===== config.mk =====
export PLATFORM = sky130hd
export DESIGN_NAME = uart_cmd_responder
export DESIGN_NICKNAME = d
export VERILOG_FILES = /design/src/rtl/uart_cmd_responder.sv
export SDC_FILE = /design/constraint.sdc
export NUM_CORES = 1
export LEC_CHECK = 0
export ABC_AREA = 1
export CAP_MARGIN = 5
export CORE_UTILIZATION = 55
export DETAILED_ROUTE_END_ITERATION = 8
export PLACE_DENSITY = 0.75
export SLEW_MARGIN = 20
export SYNTH_ARGS = -nofsm -noshare
export SYNTH_HDL_FRONTEND = slang
export SYNTH_SLANG_ARGS = --single-unit

===== constraint.sdc =====
create_clock -name clock -period 3.4 [get_ports clock]
set_input_delay 0.34 -clock clock [delete_from_list [all_inputs] [get_ports clock]]
set_output_delay 0.34 -clock clock [all_outputs]
set_load 0.01 [all_outputs]

===== src/rtl/uart_cmd_responder.sv =====
// UART command endpoint: receives 8N1 command frames, serves reads and writes
// against four 32-bit registers, and transmits the reply bytes back-to-back.
module uart_cmd_responder #(
  parameter int CLKS_PER_BIT = 434,
  parameter int TIMEOUT_BITS = 40
) (
  input  logic        clock,
  input  logic        reset,
  input  logic        rx,
  output logic        tx,
  output logic [2:0]  state,
  output logic [31:0] reg0,
  output logic        cmd_done,
  output logic        frame_err
);
  localparam int CW        = $clog2(CLKS_PER_BIT);
  localparam int TO_CYCLES = TIMEOUT_BITS * CLKS_PER_BIT;
  localparam int TW        = $clog2(TO_CYCLES + 1);
  localparam logic [CW-1:0] HALF_M1 = CW'(CLKS_PER_BIT / 2 - 1);
  localparam logic [CW-1:0] BIT_M1  = CW'(CLKS_PER_BIT - 1);
  localparam logic [CW-1:0] BIT_M2  = CW'(CLKS_PER_BIT - 2);
  localparam logic [TW-1:0] TO_M1   = TW'(TO_CYCLES - 1);
  localparam logic [7:0]    ACK     = 8'hA5;
  localparam logic [7:0]    NAK     = 8'h5A;

  typedef enum logic [2:0] {
    S_IDLE   = 3'b000,
    S_RXDATA = 3'b001,
    S_WRITE  = 3'b010,
    S_TXRESP = 3'b011,
    S_DRAIN  = 3'b100
  } state_t;

  logic          rx_meta_r, rx_sync_r;
  logic          rx_busy_r, rx_strobe_r, frame_err_r;
  logic [CW-1:0] rx_cnt_r;
  logic [3:0]    rx_idx_r;
  logic [7:0]    rx_shift_r;

  state_t        state_r, next_state_s;
  logic [1:0]    idx_r, byte_cnt_r;
  logic [31:0]   asm_r;
  logic [TW-1:0] timer_r;
  logic [31:0]   regs_r [4];
  logic [31:0]   resp_r;
  logic [1:0]    resp_last_r;

  logic          load_resp_s, start_write_s, take_byte_s, do_write_s;
  logic [31:0]   resp_word_s;
  logic [1:0]    resp_last_s;

  logic          tx_r, tx_active_r, cmd_done_r;
  logic [CW-1:0] tx_cnt_r;
  logic [3:0]    tx_bit_r;
  logic [7:0]    tx_shift_r;
  logic [31:0]   tx_word_r;
  logic [1:0]    tx_left_r;

  // Two-flop synchronizer for the asynchronous serial input.
  always_ff @(posedge clock) begin
    if (reset) begin
      rx_meta_r <= 1'b1;
      rx_sync_r <= 1'b1;
    end else begin
      rx_meta_r <= rx;
      rx_sync_r <= rx_meta_r;
    end
  end

  // Receiver: bit index 0 is the start bit, 1..8 data, 9 the stop bit.
  always_ff @(posedge clock) begin
    if (reset) begin
      rx_busy_r   <= 1'b0;
      rx_cnt_r    <= '0;
      rx_idx_r    <= 4'd0;
      rx_shift_r  <= 8'h00;
      rx_strobe_r <= 1'b0;
      frame_err_r <= 1'b0;
    end else begin
      rx_strobe_r <= 1'b0;
      frame_err_r <= 1'b0;
      if (!rx_busy_r) begin
        if (!rx_sync_r) begin
          rx_busy_r <= 1'b1;
          rx_cnt_r  <= '0;
          rx_idx_r  <= 4'd0;
        end
      end else if (rx_idx_r == 4'd0) begin
        if (rx_cnt_r == HALF_M1) begin
          rx_cnt_r <= '0;
          if (rx_sync_r) rx_busy_r <= 1'b0;
          else           rx_idx_r  <= 4'd1;
        end else begin
          rx_cnt_r <= rx_cnt_r + CW'(1);
        end
      end else if (rx_cnt_r == BIT_M1) begin
        rx_cnt_r <= '0;
        if (rx_idx_r == 4'd9) begin
          rx_busy_r <= 1'b0;
          if (rx_sync_r) rx_strobe_r <= 1'b1;
          else           frame_err_r <= 1'b1;
        end else begin
          rx_shift_r <= {rx_sync_r, rx_shift_r[7:1]};
          rx_idx_r   <= rx_idx_r + 4'd1;
        end
      end else begin
        rx_cnt_r <= rx_cnt_r + CW'(1);
      end
    end
  end

  // Command FSM state register.
  always_ff @(posedge clock) begin
    if (reset) state_r <= S_IDLE;
    else       state_r <= next_state_s;
  end

  // Command FSM next-state and datapath controls.
  always_comb begin
    next_state_s  = state_r;
    load_resp_s   = 1'b0;
    resp_word_s   = 32'h0000_0000;
    resp_last_s   = 2'd0;
    start_write_s = 1'b0;
    take_byte_s   = 1'b0;
    do_write_s    = 1'b0;
    case (state_r)
      S_IDLE: begin
        if (rx_strobe_r) begin
          if (rx_shift_r[6:2] != 5'd0) begin
            load_resp_s  = 1'b1;
            resp_word_s  = {24'h00_0000, NAK};
            next_state_s = S_TXRESP;
          end else if (rx_shift_r[7]) begin
            start_write_s = 1'b1;
            next_state_s  = S_RXDATA;
          end else begin
            load_resp_s  = 1'b1;
            resp_word_s  = regs_r[rx_shift_r[1:0]];
            resp_last_s  = 2'd3;
            next_state_s = S_TXRESP;
          end
        end else begin
          next_state_s = S_IDLE;
        end
      end
      S_RXDATA: begin
        // A strobe on the expiry cycle still counts as an accepted byte.
        if (rx_strobe_r) begin
          take_byte_s = 1'b1;
          if (byte_cnt_r == 2'd3) next_state_s = S_WRITE;
          else                    next_state_s = S_RXDATA;
        end else if (frame_err_r || (timer_r == TO_M1)) begin
          next_state_s = S_IDLE;
        end else begin
          next_state_s = S_RXDATA;
        end
      end
      S_WRITE: begin
        do_write_s   = 1'b1;
        load_resp_s  = 1'b1;
        resp_word_s  = {24'h00_0000, ACK};
        next_state_s = S_TXRESP;
      end
      S_TXRESP: begin
        if (cmd_done_r) next_state_s = S_DRAIN;
        else            next_state_s = S_TXRESP;
      end
      S_DRAIN: next_state_s = S_IDLE;
      default: next_state_s = S_IDLE;
    endcase
  end

  // Write assembly, inter-byte timer, register file and reply buffer.
  always_ff @(posedge clock) begin
    if (reset) begin
      idx_r       <= 2'd0;
      byte_cnt_r  <= 2'd0;
      asm_r       <= 32'h0000_0000;
      timer_r     <= '0;
      resp_r      <= 32'h0000_0000;
      resp_last_r <= 2'd0;
      for (int i = 0; i < 4; i++) regs_r[i] <= 32'h0000_0000;
    end else begin
      if (start_write_s) begin
        idx_r      <= rx_shift_r[1:0];
        byte_cnt_r <= 2'd0;
        timer_r    <= '0;
      end else if (take_byte_s) begin
        asm_r      <= {rx_shift_r, asm_r[31:8]};
        byte_cnt_r <= byte_cnt_r + 2'd1;
        timer_r    <= '0;
      end else if (state_r == S_RXDATA) begin
        timer_r <= timer_r + TW'(1);
      end
      if (do_write_s) regs_r[idx_r] <= asm_r;
      if (load_resp_s) begin
        resp_r      <= resp_word_s;
        resp_last_r <= resp_last_s;
      end
    end
  end

  // Transmitter; cmd_done is registered one cycle early so it lands on the
  // final cycle of the last stop bit.
  always_ff @(posedge clock) begin
    if (reset) begin
      tx_r        <= 1'b1;
      tx_active_r <= 1'b0;
      tx_cnt_r    <= '0;
      tx_bit_r    <= 4'd0;
      tx_shift_r  <= 8'h00;
      tx_word_r   <= 32'h0000_0000;
      tx_left_r   <= 2'd0;
      cmd_done_r  <= 1'b0;
    end else if (state_r != S_TXRESP) begin
      tx_r        <= 1'b1;
      tx_active_r <= 1'b0;
      cmd_done_r  <= 1'b0;
    end else if (!tx_active_r) begin
      tx_active_r <= 1'b1;
      tx_r        <= 1'b0;
      tx_cnt_r    <= '0;
      tx_bit_r    <= 4'd0;
      tx_shift_r  <= resp_r[7:0];
      tx_word_r   <= {8'h00, resp_r[31:8]};
      tx_left_r   <= resp_last_r;
      cmd_done_r  <= 1'b0;
    end else begin
      cmd_done_r <= (tx_bit_r == 4'd9) && (tx_cnt_r == BIT_M2) && (tx_left_r == 2'd0);
      if (tx_cnt_r != BIT_M1) begin
        tx_cnt_r <= tx_cnt_r + CW'(1);
      end else begin
        tx_cnt_r <= '0;
        if (tx_bit_r == 4'd9) begin
          if (tx_left_r != 2'd0) begin
            tx_r       <= 1'b0;
            tx_bit_r   <= 4'd0;
            tx_shift_r <= tx_word_r[7:0];
            tx_word_r  <= {8'h00, tx_word_r[31:8]};
            tx_left_r  <= tx_left_r - 2'd1;
          end else begin
            tx_r        <= 1'b1;
            tx_active_r <= 1'b0;
          end
        end else if (tx_bit_r == 4'd8) begin
          tx_r     <= 1'b1;
          tx_bit_r <= 4'd9;
        end else begin
          tx_r       <= tx_shift_r[0];
          tx_shift_r <= {1'b0, tx_shift_r[7:1]};
          tx_bit_r   <= tx_bit_r + 4'd1;
        end
      end
    end
  end

  assign tx        = tx_r;
  assign state     = state_r;
  assign reg0      = regs_r[0];
  assign cmd_done  = cmd_done_r;
  assign frame_err = frame_err_r;

endmodule


==> Word-level counts from Yosys, hierarchy flattened <==
Memory sizes are Yosys's and may differ from the RTL's. A register that Yosys moved wholly into a read port is not among the register bits.
Index checks and enable logic that the tools add are counted.
Widths: inputs -> output; s select.
{ "word_totals": {"reg_bits": 172, "mem_bits_rw": 128, "elab_cells": 166, "out_inout_bits": 38, "mem_count": 1} }
{ "op_classes": {"eq_ne": 23, "reduce_logical": 20, "bitwise": 7, "n_addsub": 7, "muxes": 85} }
{ "mem_list": {"columns": ["name", "depth", "word_bits", "rd", "rd_clocked_by_memory_dff", "write_ports", "line_no", "source"], "rows": [
  ["regs_r", 4, 32, 2, 1, 4, "44", "logic [31:0] regs_r [4];"]
]} }
{ "ops": {"columns": ["cell", "count"], "rows": [
  ["$mux 32", 8],
  ["$pmux 32 s2", 1],
  ["$mux 9", 7],
  ["$mux 4", 12],
  ["$mux 8", 5],
  ["$mux 1", 33],
  ["$reduce_or 32->1", 1],
  ["$mux 2", 14],
  ["$add 9x1->9 const B", 2],
  ["$eq 9x9->1 const B", 2],
  ["$add 15x1->15 const B", 1],
  ["$eq 15x15->1 const B", 1],
  ["$eq 4x4->1 const B", 3],
  ["$pmux 3 s4", 1],
  ["$reduce_and 4->1", 3],
  ["$eq 9x8->1 const B", 1],
  ["$mux 3", 3],
  ["$ne 3x2->1 const B", 3],
  ["$ne 3x3->1 const B", 3],
  ["$ne 9x9->1 const B", 1],
  ["$add 4x1->4 const B", 2],
  ["$not 1->1", 7],
  ["$eq 3x2->1 const B", 2],
  ["$ne 2x1->1 const B", 3],
  ["other kinds (20)", 23]
]} }

==> Logic depth before layout (Yosys ltp) <==
Gate-level depths: netlist of the first run.
{ "depth": {"depth_word": 7, "ltp_mapped": 12, "depth_no_buf": 11} }

==> Least setup slack after synthesis of the first run <==
OpenSTA, ideal clock, no wires.
{ "synth_timing": {"path_kind": "register to register", "from": "register state_r[0] (netlist: state[0])", "to": "memory regs_r[3][0], enable pin", "arrival_ps": 3315, "setup_slack_ps": -385, "t_required_ps": 2930, "setup_time_ps": 470, "n_path_buf": 1, "stages_incl_launch_ff": 5, "cell_sequence": "dfxtp_1 -> nor2_2 -> nand2_2 -> buf_1 -> o31ai_1"} }
{ "synth_lines": {"columns": ["item", "line_no", "source"], "rows": [
  ["start, declared", "40", "state_t state_r, next_state_s;"],
  ["start signal, assigned", "115", "else state_r <= next_state_s;"],
  ["end, declared", "44", null]
]} }

==> Worst setup path in the final report of the first run <==
{ "layout_timing": {"from": "register rx_shift_r[2]", "to": "register resp_r[6]"} }
{ "layout_via": {"elab_chain_len": 4, "word_cells_on_any_way": 7} }
{ "layout_lines": {"columns": ["item", "line_no", "source"], "rows": [
  ["start, declared", "38", "logic [7:0] rx_shift_r;"],
  ["start signal, assigned", "103", "rx_shift_r <= {rx_sync_r, rx_shift_r[7:1]};"],
  ["$reduce_bool 5->1 *", "130", "if (rx_shift_r[6:2] != 5'd0) begin"],
  ["$mux 32 / $mux 1 (equally long branches)", "130", null],
  ["$mux 32 / $mux 1 (equally long branches)", "129", "if (rx_strobe_r) begin"],
  ["$pmux 32 s2 / $pmux 1 s2 (equally long branches)", "127", "case (state_r)"],
  ["end signal, assigned", "198", "resp_r <= resp_word_s;"],
  ["end, declared", "45", "logic [31:0] resp_r;"]
]} }
Every way passes the cells marked *; elsewhere a longest branch is shown, timed or not.
A chain may end at the register's enable or synchronous reset.

==> impl_metrics.csv, run 1 <==
group,metric,value,unit
run_status,status,"completed",
clocking,clk_latency,0.56,ns
grt,grtUsageTotal,0.255,
floorplan,die-width,154,um
timing,fin_crit,2.18,ns
synthesis,syn_area,0.0127,mm2
synthesis,synth_top_family_by_area,"simple AND/OR/NAND/NOR gates",
grt,grt_overflow,0,
pwr,power.density,500,mW/mm2
cells_and_area,nNetsFinal,1529,
synthesis,ys_types,38,
pwr,peakVddDrop,430,uV
floorplan,io_pins,41,
worst_setup_path,worst-setup-path-type,"flip-flop to flip-flop",
detailed_routing,vias_per_cell,5.59,
synthesis,seq_area_frac_synth,0.563,
placement,gp_congestion,0.860,
timing,post-route-period-util,0.642,
placement,dp_slack,1.23,ns
cells_and_area,fillers,1890,
worst_setup_path,crit_fanout,31,
timing,setup_viol,0,
clocking,htree_levels,1,
grt,grt_max_degree,69,
clocking,cts_tree,"built",
clocking,cts_root_buffer,"clkbuf_16",
synthesis,syn_inst,1497,
synthesis,ys_ff_latch,293,
timing,skew,0.0223,ns
synthesis,syn_nets,1515,
synthesis,synth_xor_xnor_area_share,0.00898,
detailed_routing,drt-met1-wl,13.1,mm
cells_and_area,n_antenna_cell,0,
detailed_routing,ant_nets,0,
detailed_routing,finalWirelength,29.9,mm
timing,hold_violations,0,
detailed_routing,route.met3.wl,2.08,mm
cells_and_area,multi_input_area,0.00474,mm2
synthesis,synth.top_cell.area_share,0.303,
grt,antenna_found_initial,0,
synthesis,async_flop_share,0,
clocking,clock_path_buffers,3,
timing,drv_slew,0,
placement,place_hpwl,19.0,mm
synthesis,synth_common_cells,"nand2_1 (280), nor2_1 (280), dfxtp_1 (165), edfxtp_1 (128), a21oi_1 (126)",
timing,setup_ws,1.22,ns
clocking,cts_resized,0,
worst_setup_path,worstPathRequired,3.82,ns
cells_and_area,layout-drive-gt1-share,0.0743,
synthesis,synth_compound_area_frac,0.117,
synthesis,yosys_warnings,0,
worst_setup_path,endpoint_kind,"flip-flop",
min_path,hp-class,"input port to flip-flop",
clocking,cts.sinks,293,
detailed_routing,top_layer_used,"met4",
clocking,post_cts.repair.setup_buffers,0,
clocking,clk_pin_slew,0.06,ns
clocking,cts_buffers,30,
flow_run,cap_violations,0,
cells_and_area,area_growth,12.1,%
synthesis,ys.flop_type,"dfxtp_1",
synthesis,synth_simple_gate_area_frac,0.232,
worst_setup_path,crit_arrival,2.60,ns
floorplan,coreArea,0.0226,mm2
timing,worst_hold_slack,0.171,ns
synthesis,yosys-top-cells-area,"edfxtp_1 (30%), dfxtp_1 (26%), nand2_1 (8.3%)",
timing,rsz0062_at_grt,"false",
synthesis,synth.area.mux_share,0,
worst_setup_path,startpoint_type,"flip-flop",
timing,max_slew_margin,0.336,
pwr,power_leakage,0.00514,uW
floorplan,dieArea,0.0237,mm2
detailed_routing,avgRoutedWirePerCell,16.4,um
cells_and_area,seqCellArea,0.00715,mm2
grt,grt_pass1_vias,9472,
detailed_routing,first_iter_violations,913,
clocking,cts_hold_buf,0,
detailed_routing,route.met2.wl,13.9,mm
timing,worst_pin_slew,0.993,ns
floorplan,fp-row-count,55,
timing,timing.fmax,458,MHz
synthesis,synthAdderAreaFrac,0.0148,
detailed_routing,drc,0,
floorplan,die_y,154,um
placement,io_buffers,40,
timing,finalSetupTns,0,ns
detailed_routing,drt_pass1_iterations,5,
synthesis,syn_area_per_cell,8.47,um2
synthesis,synth_area_leader_cell,"edfxtp_1",
grt,grt_first_pass_wirelength,48.4,mm
detailed_routing,vias,10200,
floorplan,start_util,0.560,
synthesis,synth-edff-count,128,
==> layer usage <==
| metal | global-route usage | up-vias |
|---|---|---|
| met4 | 0.0776 | 0 |
| met1 | 0.357 | 4768 |
| met3 | 0.0327 | 58 |
| met5 | 0 | - |
| met2 | 0.413 | 356 |
| li1 | - | 4983 |
==> final timing paths <==
| path | slack, ns | endpoint | startpoint | cells after the start |
|---|---|---|---|---|
| setup / recovery | 1.22 | resp_r[6]$_SDFFE_PP0P_ | rx_shift_r[2]$_SDFFE_PP0P_ | 8 |
| hold reg to reg | 0.44 | rx_sync_r$_SDFF_PP1_ | rx_meta_r$_SDFF_PP1_ | 1 |
| hold / removal | 0.17 | tx_bit_r[1]$_SDFFE_PP0P_ | reset | 2 |
| setup reg to reg | 1.22 | resp_r[6]$_SDFFE_PP0P_ | rx_shift_r[2]$_SDFFE_PP0P_ | 8 |
==> flip-flops by register name, summed over array words and instances (netlist names), 8 cells and up, named ones only <==
| register | count |
|---|---|
| rx_shift_r | 8 |
| rx_cnt_r | 9 |
| tx_cnt_r | 9 |
| tx_shift_r | 8 |
| resp_r | 32 |
| tx_word_r | 24 |
| asm_r | 32 |
| regs_r | 128 |
| timer_r | 15 |
==> cell usage in the layout (no fill, tap or decap), types with 11 or more instances in the layout <==
cell type / Yosys / final
buf_4: 7 / 23
o21ai_0: 115 / 115
clkdlybuf4s50_1: 0 / 39
nand4_1: 24 / 24
clkbuf_16: 0 / 30
nand3_1: 71 / 71
edfxtp_1: 128 / 128
ha_1: 15 / 15
a21oi_1: 126 / 126
o211ai_1: 11 / 11
o22ai_1: 24 / 24
nand2_1: 280 / 280
inv_1: 108 / 107
dfxtp_1: 165 / 164
nor2_1: 280 / 280
==> critical path: stages, from the launching register on <==
cell     delay [ns]
dfxtp_1        0.32
nor2_1         0.13
nand2_1        0.10
nor2_4         0.23
nand2_1        0.11
nand2_1        0.74
inv_1          0.22
nand2_1        0.12
a21oi_1        0.07
==> logic make-up (layout without fill, tap and decap cells) <==
group | after synthesis | after routing
simple gates | 698 | 698
compound gates | 282 | 282
xor+xnor | 13 | 13
buf+inv | 196 | 233
fa+ha+maj | 15 | 15
flops | 293 | 293
==> per-stage QoR <==
step	instance area, um2	util	total power (uW)	instances
floorplan	12700	-	3930	1497
global placement	13300	0.586	4010	1764
detailed placement	13300	0.586	4020	1764
CTS	14200	0.628	7150	1819
global route	14200	0.628	7310	1819
finish	14200	0.628	7110	1819
==> cell type report <==
| cell class | instances | area share |
|---|---|---|
| repair buffers | 64 | 0.0413 |
| clock buffers | 43 | 0.0618 |
| clock inverters | 12 | 0.00563 |
| flip-flops and latches | 293 | 0.503 |
| multi-input cells | 1008 | 0.333 |
| inverters | 114 | 0.0301 |
| well taps | 285 | 0.0251 |
==> power by group <==
group	leakage [uW]	internal, uW	switching, uW
sequential	0.00260	3730	27.5
clock	0.000481	1800	1370
combinational	0.00206	57.4	125
total	0.00514	5590	1520
(Power assumes the default switching activity.)
==> inputs of run 2 (changes only) <==
- PLACE_DENSITY: 0.75 -> 0.73
- clock period: 3.4 -> 2.1 ns (I/O delays scaled with it)
==> run 2 against run 1 <==
  * Worst setup slack got worse by 0.92 ns
  * Final cell count increased by 0.44%
  * Via count decreased by 0.94%
  * Clock skew decreased by 0.0014 ns
  * Register-to-register slack got worse by 0.92 ns
  * Combinational power increased by 66%
  * Sequential power increased by 62%
  * Critical path type unchanged
  * Largest cell class unchanged
==> impl_metrics.csv, run 2 (same netlist as run 1, synthesis figures left out) <==
group,metric,value,unit
worst_setup_path,endpoint_kind,"flip-flop",
placement,io_buffers,40,
detailed_routing,finalWirelength,29.3,mm
cells_and_area,seqCellArea,0.00715,mm2
pwr,peakVddDrop,669,uV
clocking,cts_tree,"built",
floorplan,coreArea,0.0226,mm2
clocking,cts_hold_buf,0,
min_path,min_path_cells,4,
clocking,clock_path_buffers,3,
timing,worst_pin_slew,0.605,ns
timing,rsz0062_at_grt,"false",
worst_setup_path,worstPathRequired,2.56,ns
cells_and_area,layout_common_cells,"nor2_1 (280), nand2_1 (277), dfxtp_1 (163), edfxtp_1 (128), a21oi_1 (126)",
grt,grt_pass1_vias,9402,
worst_setup_path,critPathMaxStageDelay,0.43,ns
timing,skew,0.0209,ns
cells_and_area,nNetsFinal,1536,
timing,finalSetupTns,0,ns
run_status,status,"completed",
grt,grt_util_met1,0.339,
floorplan,die-width,154,um
cells_and_area,layout-drive-gt1-share,0.0772,
worst_setup_path,crit_arrival,2.26,ns
detailed_routing,drc,0,
grt,gr-max-usage-layer,"met2",
cells_and_area,stdcell_count,1827,
worst_setup_path,path_buf_inv,4,
grt,grtUsageTotal,0.251,
cells_and_area,final_util,0.635,
cells_and_area,n_antenna_cell,0,
timing,max_slew_margin,0.595,
detailed_routing,first_iter_violations,801,
floorplan,fp-row-count,55,
cells_and_area,area_growth,13.3,%
clocking,cts_root_buffer,"clkbuf_16",
clocking,cts.sinks,293,
clocking,cts_resized,0,
worst_setup_path,crit_fanout,69,
worst_setup_path,worst-path-stages,8,
worst_setup_path,cpMaxStageDelayCell,"dfxtp_1",
timing,hold_violations,0,
timing,setup_viol,0,
grt,grt_use_met2,0.427,
grt,grt_max_degree,70,
cells_and_area,multi_input_area,0.00475,mm2
worst_setup_path,worst-setup-path-type,"flip-flop to flip-flop",
worst_setup_path,worstRegToRegCells,8,
detailed_routing,drt_pass1_iterations,8,
worst_setup_path,startpoint_type,"flip-flop",
floorplan,die_y,154,um
worst_setup_path,crit_chain,"inv_1, nand3_2, inv_2, nand2_2, buf_12, nand3_1, buf_4, nor3_1",
clocking,htree_levels,1,
detailed_routing,ant_nets,0,
grt,antenna_found_initial,0,
floorplan,dieArea,0.0237,mm2
timing,fin_crit,1.80,ns
worst_setup_path,crit_family,"buffers and inverters",
cells_and_area,fillers,1907,
clocking,cts_buffers,30,
clocking,post_cts.repair.setup_buffers,0,
detailed_routing,vias_per_cell,5.51,
detailed_routing,avgRoutedWirePerCell,16.0,um
flow_run,cap_violations,0,
floorplan,start_util,0.560,
placement,post-place-cells,1771,
cells_and_area,top_register,"regs_r",
timing,post-route-period-util,0.859,
cells_and_area,reg.largest.list,"regs_r (128), asm_r (32), resp_r (32)",
detailed_routing,vias,10100,
placement,place_hpwl,18.5,mm
cells_and_area,largest_register_ffs,128,
timing,timing.fmax,554,MHz
pwr,power.density,803,mW/mm2
clocking,clk_pin_slew,0.06,ns
placement,gp_congestion,0.824,
clocking,clk_latency,0.56,ns
min_path,hp-class,"input port to flip-flop",
pwr,power_leakage,0.00520,uW
cells_and_area,layout_commonest_cell,"nor2_1",
grt,grt_first_pass_wirelength,48.0,mm
grt,grt_overflow,0,
grt,use_met3,0.0318,
timing,drv_slew,0,
floorplan,io_pins,41,
[run 2: cell types whose count changed in the layout (fill, tap and decap cells not counted), moves of 3 or more]
cell      change
clkbuf_1      +6
nand2_1       -3
buf_12        +6
nand2_2       +3
clkinv_2      -5
[run 2: metal layers]
metal	vias to the layer above	share of wire	routed length [um]
met5	-	0	0
met4	0	0.023	661
met3	54	0.054	1590
met2	275	0.48	14100
met1	4738	0.44	13000
li1	5002	-	-
[run 2: cell type report]
cell class	instances	share of cell area
multi-input combinational	1008	0.331
clock buffer	48	0.0618
timing repair buffer	71	0.0498
sequential	293	0.498
inverter	114	0.0298
clock inverter	8	0.00549
tap	285	0.0248
[run 2: where the power goes]
part	switching (uW)	total, uW	internal [uW]
Combinational	203	303	100
Sequential	42.7	6090	6050
Clock	2130	5140	3010
Total	2370	11500	9160
[run 2: tightest hold or removal path: cells and delay by family]
kind,cells,cell delay (ns)
buffers and inverters,2,0.32
AND/OR/NAND/NOR,2,0.15
[run 2: path summary, 6_finish.rpt]
check / start / end / slack, ns
max: state[1]$_SDFF_PP0_ / timer_r[2]$_SDFFE_PP0P_ / 0.30
min: reset / tx_left_r[0]$_SDFFE_PP0P_ / 0.18
max reg2reg: state[1]$_SDFF_PP0_ / timer_r[2]$_SDFFE_PP0P_ / 0.30
min reg2reg: rx_meta_r$_SDFF_PP1_ / rx_sync_r$_SDFF_PP1_ / 0.41
[run 2: through the flow]
| step | worst slack [ns] | total power (uW) | hold WS [ns] | cell area (um2) |
|---|---|---|---|---|
| 2_1_floorplan | -0.0253 | 6370 | 0.314 | 12700 |
| 3_3_place_gp | 0.363 | 6510 | 0.407 | 13400 |
| 3_5_place_dp | 0.310 | 6510 | 0.403 | 13400 |
| 4_1_cts | 0.272 | 11600 | 0.152 | 14400 |
| 5_1_grt | 0.0680 | 11800 | 0.196 | 14400 |
| 6_report | 0.296 | 11500 | 0.178 | 14400 |
